### src/rtl/tdm_demux_2ch.sv
// -----------------------------------------------------------------------------
// tdm_demux_2ch
//
// Two-channel TDM demultiplexer. A serial stream carries frames of 2*W bits,
// the first W bits belong to channel A and the next W bits to channel B, each
// slot MSB first, with no gaps between frames. A frame-sync strobe (fs) marks
// the first bit of every frame. The block hunts for fs, then tracks the slot
// structure, delivering each completed slot word with a one-cycle valid pulse.
// Any framing violation (fs missing where expected, or fs arriving early)
// raises a one-cycle sync_err and either drops back to hunting or resyncs
// immediately on the early fs.
//
// Ports
//   clk       in   rising-edge clock for all state
//   rst_n     in   asynchronous active-low reset
//   din       in   serial TDM data, one bit per clock
//   fs        in   frame sync, high with the MSB of slot A
//   a_data    out  [W-1:0] last complete channel-A word
//   a_valid   out  one-cycle pulse when a_data has just been updated
//   b_data    out  [W-1:0] last complete channel-B word
//   b_valid   out  one-cycle pulse when b_data has just been updated
//   locked    out  high while tracking slots (not hunting)
//   sync_err  out  one-cycle pulse on a framing violation
//
// All outputs are driven straight from registers.
// -----------------------------------------------------------------------------
module tdm_demux_2ch #(
    parameter int W = 8
) (
    input  logic         clk,
    input  logic         rst_n,
    input  logic         din,
    input  logic         fs,
    output logic [W-1:0] a_data,
    output logic         a_valid,
    output logic [W-1:0] b_data,
    output logic         b_valid,
    output logic         locked,
    output logic         sync_err
);

    // Bit counter is just wide enough to count 0..W-1 within one slot.
    localparam int CW = (W > 1) ? $clog2(W) : 1;

    localparam logic [CW-1:0] CNT_ZERO = {CW{1'b0}};
    localparam logic [CW-1:0] CNT_ONE  = CW'(1);
    localparam logic [CW-1:0] CNT_LAST = CW'(W - 1);

    typedef enum logic [1:0] {
        HUNT   = 2'd0,
        SLOT_A = 2'd1,
        SLOT_B = 2'd2
    } state_t;

    // Left shift with the newest bit entering at the LSB.
    function automatic logic [W-1:0] shift_in(input logic [W-1:0] cur, input logic b);
        shift_in = {cur[W-2:0], b};
    endfunction

    // Start a fresh word: the sampled bit is the first (MSB-to-be) bit and
    // any stale partial contents are cleared.
    function automatic logic [W-1:0] first_bit(input logic b);
        first_bit = {{(W-1){1'b0}}, b};
    endfunction

    state_t         state_r,    state_s;
    logic [CW-1:0]  cnt_r,      cnt_s;
    logic [W-1:0]   shift_a_r,  shift_a_s;
    logic [W-1:0]   shift_b_r,  shift_b_s;
    logic [W-1:0]   a_data_r,   a_data_s;
    logic [W-1:0]   b_data_r,   b_data_s;
    logic           a_valid_r,  a_valid_s;
    logic           b_valid_r,  b_valid_s;
    logic           locked_r,   locked_s;
    logic           sync_err_r, sync_err_s;

    // Next-state and next-output logic for the slot tracker.
    always_comb begin
        state_s    = state_r;
        cnt_s      = cnt_r;
        shift_a_s  = shift_a_r;
        shift_b_s  = shift_b_r;
        a_data_s   = a_data_r;
        b_data_s   = b_data_r;
        a_valid_s  = 1'b0;
        b_valid_s  = 1'b0;
        sync_err_s = 1'b0;

        case (state_r)
            HUNT: begin
                if (fs) begin
                    // Frame start found: this bit is already slot-A bit 0.
                    state_s   = SLOT_A;
                    cnt_s     = CNT_ONE;
                    shift_a_s = first_bit(din);
                end else begin
                    state_s = HUNT;
                    cnt_s   = CNT_ZERO;
                end
            end

            SLOT_A: begin
                if (cnt_r == CNT_ZERO) begin
                    if (fs) begin
                        // Expected frame boundary.
                        state_s   = SLOT_A;
                        cnt_s     = CNT_ONE;
                        shift_a_s = first_bit(din);
                    end else begin
                        // Frame boundary without fs: lose lock, drop the bit.
                        sync_err_s = 1'b1;
                        state_s    = HUNT;
                        cnt_s      = CNT_ZERO;
                    end
                end else if (fs) begin
                    // Early fs inside slot A: abandon the partial word and
                    // treat this bit as the start of a new frame.
                    sync_err_s = 1'b1;
                    state_s    = SLOT_A;
                    cnt_s      = CNT_ONE;
                    shift_a_s  = first_bit(din);
                end else begin
                    shift_a_s = shift_in(shift_a_r, din);
                    if (cnt_r == CNT_LAST) begin
                        a_data_s  = shift_in(shift_a_r, din);
                        a_valid_s = 1'b1;
                        cnt_s     = CNT_ZERO;
                        state_s   = SLOT_B;
                    end else begin
                        cnt_s   = cnt_r + CNT_ONE;
                        state_s = SLOT_A;
                    end
                end
            end

            SLOT_B: begin
                if (fs) begin
                    // Any fs inside slot B is early: resync onto it.
                    sync_err_s = 1'b1;
                    state_s    = SLOT_A;
                    cnt_s      = CNT_ONE;
                    shift_a_s  = first_bit(din);
                end else begin
                    shift_b_s = shift_in(shift_b_r, din);
                    if (cnt_r == CNT_LAST) begin
                        b_data_s  = shift_in(shift_b_r, din);
                        b_valid_s = 1'b1;
                        cnt_s     = CNT_ZERO;
                        state_s   = SLOT_A;
                    end else begin
                        cnt_s   = cnt_r + CNT_ONE;
                        state_s = SLOT_B;
                    end
                end
            end

            default: begin
                state_s = HUNT;
                cnt_s   = CNT_ZERO;
            end
        endcase

        // Registered alongside the state so locked tracks the state exactly.
        if (state_s == HUNT) begin
            locked_s = 1'b0;
        end else begin
            locked_s = 1'b1;
        end
    end

    // State, datapath and output registers.
    always_ff @(posedge clk or negedge rst_n) begin
        if (!rst_n) begin
            state_r    <= HUNT;
            cnt_r      <= CNT_ZERO;
            shift_a_r  <= {W{1'b0}};
            shift_b_r  <= {W{1'b0}};
            a_data_r   <= {W{1'b0}};
            b_data_r   <= {W{1'b0}};
            a_valid_r  <= 1'b0;
            b_valid_r  <= 1'b0;
            locked_r   <= 1'b0;
            sync_err_r <= 1'b0;
        end else begin
            state_r    <= state_s;
            cnt_r      <= cnt_s;
            shift_a_r  <= shift_a_s;
            shift_b_r  <= shift_b_s;
            a_data_r   <= a_data_s;
            b_data_r   <= b_data_s;
            a_valid_r  <= a_valid_s;
            b_valid_r  <= b_valid_s;
            locked_r   <= locked_s;
            sync_err_r <= sync_err_s;
        end
    end

    assign a_data   = a_data_r;
    assign a_valid  = a_valid_r;
    assign b_data   = b_data_r;
    assign b_valid  = b_valid_r;
    assign locked   = locked_r;
    assign sync_err = sync_err_r;

    tdm_demux_2ch_chk u_chk (
        .clk     (clk),
        .rst_n   (rst_n),
        .a_valid (a_valid_r),
        .b_valid (b_valid_r)
    );

endmodule

// -----------------------------------------------------------------------------
// tdm_demux_2ch_chk
//
// Property checker for tdm_demux_2ch: the two channel valid pulses can never
// occur in the same cycle because only one slot is ever being assembled.
//
// Ports
//   clk      in  clock
//   rst_n    in  asynchronous active-low reset
//   a_valid  in  channel-A valid pulse
//   b_valid  in  channel-B valid pulse
// -----------------------------------------------------------------------------
module tdm_demux_2ch_chk (
    input logic clk,
    input logic rst_n,
    input logic a_valid,
    input logic b_valid
);

    // Channel valids are mutually exclusive.
    valid_mutex_a : assert property (@(posedge clk) disable iff (!rst_n) !(a_valid && b_valid));

endmodule

### config.mk
export PLATFORM = sky130hd
export DESIGN_NAME = tdm_demux_2ch
export DESIGN_NICKNAME = d
export VERILOG_FILES = /design/src/rtl/tdm_demux_2ch.sv
export SDC_FILE = /design/constraint.sdc
export NUM_CORES = 1
export LEC_CHECK = 0
export ABC_AREA = 1
export CORE_MARGIN = 1.5
export CORE_UTILIZATION = 35
export CTS_CLUSTER_DIAMETER = 100
export DETAILED_ROUTE_END_ITERATION = 10
export SETUP_SLACK_MARGIN = 0.3
export SYNTH_ARGS = -nofsm -noshare
export SYNTH_HDL_FRONTEND = slang
export SYNTH_SLANG_ARGS = --single-unit
export TNS_END_PERCENT = 30
### constraint.sdc
create_clock -name clk -period 2.72 [get_ports clk]
set_input_delay 0.408 -clock clk [delete_from_list [all_inputs] [get_ports clk]]
set_output_delay 0.408 -clock clk [all_outputs]
set_load 0.03 [all_outputs]
---- Word-level counts from Yosys, hierarchy flattened ----
Index checks and enable logic that the tools add are counted.
storage, ports and cells
  flip-flop bits (word level) ............. 40
  input port bits ......................... 4
  word-level logic and storage cells ...... 50
  output and inout port bits .............. 20
operators by class
  multiplexer cells ....................... 26
  add/sub/neg operators ................... 1
  equality and inequality tests ........... 3
  reductions and logical operators ........ 8
  bitwise operators ....................... 2
operators by type and width
  kind                 count
  $mux 8               3
  $pmux 8 s2           1
  $mux 1               11
  $mux 2               5
  $mux 3               3
  $pmux 3 s3           1
  $pmux 2 s3           1
  $logic_not 2->1      2
  $reduce_and 4->1     1
  $add 3x1->3 const B  1
  $eq 3x3->1 const B   1
  $logic_not 3->1      1
  $reduce_and 3->1     1
  $eq 2x1->1 const B   1
  $eq 2x2->1 const B   1
  $not 1->1            2
  $pmux 1 s2           1
  $reduce_and 2->1     1
  $reduce_bool 2->1    1
  $reduce_or 2->1      1

---- Logic depth before layout (Yosys ltp) ----
  depth in word-level cells ............... 7
  gate-level depth with buffers ........... 9
  depth with buffers taken out ............ 9

---- Least setup slack after synthesis ----
OpenSTA, ideal clock, no wires.
  path kind ............................... input-to-reg
  start point ............................. in fs
  end point ............................... reg a_data_r[5] (netlist: a_data[5])
  arrival time ............................ 1310 ps
  cell stages on the path ................. 8
  setup slack ............................. 1284 ps
  data required time ...................... 2594 ps
  setup time .............................. 126 ps
  path buffers ............................ 3
  path through ............................ buf_6 -> inv_1 -> buf_6 -> ha_1 -> nand3_2 -> buf_2 -> nand2_1 -> o21ai_0
between the ends
  longest elaborated chain between the ends .. 2
RTL lines
  what                               RTL line  source
  start: declaration                 33        input logic fs,
  $not 1->1 (no source line)         --
  $reduce_and 4->1 (no source line)  --
  end signal: assignment             178       a_data_r <= {W{1'b0}};
  end signal: assignment             189       a_data_r <= a_data_s;
  end: declaration                   70        logic [W-1:0] a_data_r, a_data_s;
No other way between the ends.
A chain may end at the register's enable or synchronous reset.

---- Worst setup path after layout ----
  start point ............................. reg a_data_r[7] (netlist: a_data[7])
  end point ............................... out a_data[7]
RTL lines
  what              RTL line  source
  end: declaration  34        output logic [W-1:0] a_data,
No word-level cell between the ends.

==> report_table.html <==
<table>
<tr><th>Metric</th><th>Value</th></tr>
<tr><th colspan="2">Critical path</th></tr>
<tr><td>Critical path class</td><td>flip-flop to output port</td></tr>
<tr><td>CP top delay family</td><td>buffers and inverters</td></tr>
<tr><td>Crit-path cells</td><td>clkdlybuf4s50_1</td></tr>
<tr><td>Cell with the biggest individual delay on the critical path</td><td>sky130_fd_sc_hd__clkdlybuf4s50_1</td></tr>
<tr><td>Critical Path Max Stage Delay</td><td>0.67 ns</td></tr>
<tr><td>Largest driver fanout on the critical path</td><td>2</td></tr>
<tr><td>Kind of end point of the critical path</td><td>output port</td></tr>
<tr><td>Critical Path Source Type</td><td>flip-flop</td></tr>
<tr><td>Critical Path Stages</td><td>1</td></tr>
<tr><td>Worst endpoint required time</td><td>2.31 ns</td></tr>
<tr><td>CP Buf/Inv Count</td><td>1</td></tr>
<tr><td>Number of cells traversed by the worst register-to-register path</td><td>8</td></tr>
<tr><td>Arrival @ worst endpoint</td><td>1.32 ns</td></tr>
<tr><th colspan="2">Place</th></tr>
<tr><td>Placement-stage cell area</td><td>2110 um^2</td></tr>
<tr><td>Number of port buffers</td><td>23</td></tr>
<tr><td>HPWL Detailed</td><td>2.23 mm</td></tr>
<tr><td>Worst setup slack before clock tree synthesis</td><td>0.780 ns</td></tr>
<tr><td>Routability congestion estimate</td><td>0.825</td></tr>
<tr><th colspan="2">Timing</th></tr>
<tr><td>Shortest clock period the worst path allows after layout</td><td>1.73 ns</td></tr>
<tr><td>Setup-violating endpoint count in the final report</td><td>0</td></tr>
<tr><td>Worst slew margin</td><td>44.4%</td></tr>
<tr><td>Minimum setup slack in the final design</td><td>0.988 ns</td></tr>
<tr><td>Achievable clock frequency</td><td>0.578 GHz</td></tr>
<tr><td>Final Cycle Share</td><td>63.7%</td></tr>
<tr><td>Number of max-slew violations in the final report</td><td>0</td></tr>
<tr><td>Measured slew at the worst slew-check pin</td><td>0.833 ns</td></tr>
<tr><td>Final hold violations</td><td>0</td></tr>
<tr><td>Setup TNS</td><td>0 ns</td></tr>
<tr><td>Setup skew after layout</td><td>0.00531 ns</td></tr>
<tr><td>Setup repair after global routing missed its margin</td><td>no</td></tr>
<tr><th colspan="2">Floorplanning</th></tr>
<tr><td>Vertical die dimension</td><td>75.4 um</td></tr>
<tr><td>Number of top-level design ports</td><td>24</td></tr>
<tr><td>Die X-Extent</td><td>75.4 um</td></tr>
<tr><td>Die Outline Area</td><td>5690 um^2</td></tr>
<tr><td>Initial core utilization</td><td>36.2%</td></tr>
<tr><td>Number of rows in the core area</td><td>26</td></tr>
<tr><td>Placeable Area</td><td>5070 um^2</td></tr>
<tr><th colspan="2">Layout</th></tr>
<tr><td>Post-layout net count</td><td>243</td></tr>
<tr><td>Fin area</td><td>2230 um^2</td></tr>
<tr><td>Most common cell after layout, fill and taps aside</td><td>sky130_fd_sc_hd__nand2_1</td></tr>
<tr><td>Number of fill cells</td><td>529</td></tr>
<tr><td>Sequential Area</td><td>976 um^2</td></tr>
<tr><td>Fraction of final layout cells with drive strength greater than 1</td><td>10.4%</td></tr>
<tr><td>Post-layout utilization of the core</td><td>43.9%</td></tr>
<tr><td>Antenna diode instance count</td><td>0</td></tr>
<tr><td>Area taken by multi-input logic gates</td><td>684 um^2</td></tr>
<tr><td>Most frequent cells in the layout</td><td>sky130_fd_sc_hd__nand2_1, sky130_fd_sc_hd__dfrtp_1, sky130_fd_sc_hd__inv_1, sky130_fd_sc_hd__o21ai_0, sky130_fd_sc_hd__clkdlybuf4s50_1</td></tr>
<tr><td>Layout Area Growth over Synthesis</td><td>21.3%</td></tr>
<tr><th colspan="2">Global route</th></tr>
<tr><td>Pin count of the biggest net entering global routing</td><td>40</td></tr>
<tr><td>Total grt overflow</td><td>0</td></tr>
<tr><td>Wire length of the first global-routing pass</td><td>5.24 mm</td></tr>
<tr><td>Number of antenna violations at the first check in global routing</td><td>0</td></tr>
<tr><td>Overall global routing resource usage</td><td>12.3%</td></tr>
<tr><td>Vias in the first global route</td><td>1,194</td></tr>
<tr><th colspan="2">Synthesis</th></tr>
<tr><td>Number of distinct standard cells referenced by the synthesized netlist</td><td>21</td></tr>
<tr><td>Leading area contributor after synthesis</td><td>sky130_fd_sc_hd__dfrtp_1</td></tr>
<tr><td>Area share of the largest cell type after synthesis</td><td>53.2%</td></tr>
<tr><td>Sequential share of the synthesized area</td><td>53.2%</td></tr>
<tr><td>Ys Warns</td><td>0</td></tr>
<tr><td>Synthesized cell area</td><td>1840 um^2</td></tr>
<tr><td>Leading cell types by total area after synthesis</td><td>sky130_fd_sc_hd__dfrtp_1, sky130_fd_sc_hd__nand2_1, sky130_fd_sc_hd__ha_1</td></tr>
<tr><td>Average cell area after synthesis</td><td>9.00 um^2</td></tr>
<tr><td>FF+latch count, synth</td><td>39</td></tr>
<tr><td>Net Count, Synth</td><td>218</td></tr>
<tr><td>Cells after Synth</td><td>204</td></tr>
<tr><th colspan="2">Power and ir drop</th></tr>
<tr><td>Peak supply drop</td><td>0.290 mV</td></tr>
<tr><td>Leakage power</td><td>0.00113 uW</td></tr>
<tr><td>Total Power Consumption</td><td>1620 uW</td></tr>
<tr><td>Power per Cell Area</td><td>729 nW/um^2</td></tr>
<tr><th colspan="2">Clock tree</th></tr>
<tr><td>Number of sinks driven by the clock tree</td><td>39</td></tr>
<tr><td>Clock tree from TritonCTS</td><td>done</td></tr>
<tr><td>H-Tree Level Count</td><td>2</td></tr>
<tr><td>Buffers inserted during post-CTS setup optimization</td><td>0</td></tr>
<tr><td>Number of hold buffers added after cts</td><td>0</td></tr>
<tr><td>Number of resized instances in the post-cts repair step</td><td>0</td></tr>
<tr><td>Clock transition at the registers of the reported paths</td><td>0.07 ns</td></tr>
<tr><td>Clock latency on the worst-skew pair</td><td>0.29 ns</td></tr>
<tr><td>CTS max path bufs</td><td>2</td></tr>
<tr><td>Master cell of the clock root buffer</td><td>sky130_fd_sc_hd__clkbuf_8</td></tr>
<tr><td>Inserted Clock Buffers</td><td>5</td></tr>
<tr><th colspan="2">Route</th></tr>
<tr><td>Wire length per cell after detailed routing</td><td>10.3 um</td></tr>
<tr><td>Via density</td><td>4.24</td></tr>
<tr><td>Detailed Routing Iterations Pass 1</td><td>4</td></tr>
<tr><td>Starting DRT DRC Count</td><td>68</td></tr>
<tr><td>Post-DRT Antenna Nets</td><td>0</td></tr>
<tr><td>Vias after detailed routing</td><td>1,271</td></tr>
<tr><td>Total routed wirelength</td><td>3.09 mm</td></tr>
<tr><td>Detailed-route DRC error count</td><td>0</td></tr>
<tr><th colspan="2">Hold path</th></tr>
<tr><td>Kind of path behind the tightest hold check</td><td>input pin to asynchronous set/reset pin</td></tr>
<tr><th colspan="2">Run status</th></tr>
<tr><td>Outcome</td><td>finished, final reports clean</td></tr>
<tr><th colspan="2">Run</th></tr>
<tr><td>Count of maximum capacitance violations</td><td>0</td></tr>
</table>
## cells in the mapped netlist (all sizes together)
| master | count |
|---|---|
| nand2 | 55 |
| dfrtp | 39 |
| inv | 34 |
| o21ai | 32 |
| nor2 | 12 |
| ha | 10 |
| nand3 | 10 |
| buf | 5 |
| a21oi | 4 |
| a21boi | 1 |
| clkbuf | 1 |
| nand4 | 1 |
## power breakdown
| part | switching (uW) | internal (uW) |
|---|---|---|
| clock network | 195 | 297 |
| registers | 44.5 | 658 |
| logic | 271 | 157 |
| total | 510 | 1110 |
## kinds of logic after synthesis
kind of cell | synth area share, %
buffers and inverters | 9.54
AOI/OAI and AO/OA | 11.9
DFF | 53.2
and+or+nand+nor | 18.6
adders and majority gates | 6.82
## flip-flops by register name, indices dropped and copies added, names as in the netlist
name       count
cnt_r          3
state_r        2
a_valid        1
a_data         8
shift_a_r      7
b_valid        1
shift_b_r      7
locked         1
sync_err       1
b_data         8
## layer usage
| layer | vias to the layer above | wire length, um | share of wire [%] | GRT usage (%) |
|---|---|---|---|---|
| met3 | 5 | 114 | 3.7 | 4.10 |
| met2 | 21 | 1350 | 44 | 19.0 |
| met4 | 0 | 57 | 1.8 | 5.36 |
| met1 | 559 | 1570 | 51 | 15.8 |
| met5 | - | 0 | 0 | 0 |
| li1 | 686 | - | - | - |
## worst paths after layout
kind	to	slack, ns	from
worst max-delay path	a_data[7]	0.99	a_data[7]
max in group asynchronous	a_data[4]	1.98	rst_n
min in group clk	b_data[1]	0.48	b_data[1]
worst min-delay path	b_data[7]	0.21	rst_n
worst max register to register	shift_a_r[3]	1.15	state_r[0]
worst min register to register	b_data[1]	0.48	b_data[1]
## worst reg2reg max path, cell delays in order, from the launching register on
cell                      delay, ns
sky130_fd_sc_hd__dfrtp_1       0.40
sky130_fd_sc_hd__inv_1         0.08
sky130_fd_sc_hd__ha_1          0.26
sky130_fd_sc_hd__inv_2         0.14
sky130_fd_sc_hd__nand2_1       0.08
sky130_fd_sc_hd__nor2_2        0.24
sky130_fd_sc_hd__nand2_1       0.08
sky130_fd_sc_hd__nand3_1       0.07
sky130_fd_sc_hd__o21ai_0       0.10
## cell type report
cell class                      count  share of cell area, %
Tap cell                           70                   3.93
Clock inverter                      2                   1.57
Multi-Input combinational cell    125                   30.7
Inverter                           34                   5.73
Sequential cell                    39                   43.8
Timing Repair Buffer               24                   10.5
Clock buffer                        6                   3.71
## per-stage QoR
stage               instances  hold slack (ns)
floorplan                 204            0.112
global placement          292            0.460
detailed placement        292            0.469
CTS                       300            0.258
global route              300            0.289
finish                    300            0.212
Note: power is estimated with default switching activity, not from simulation.
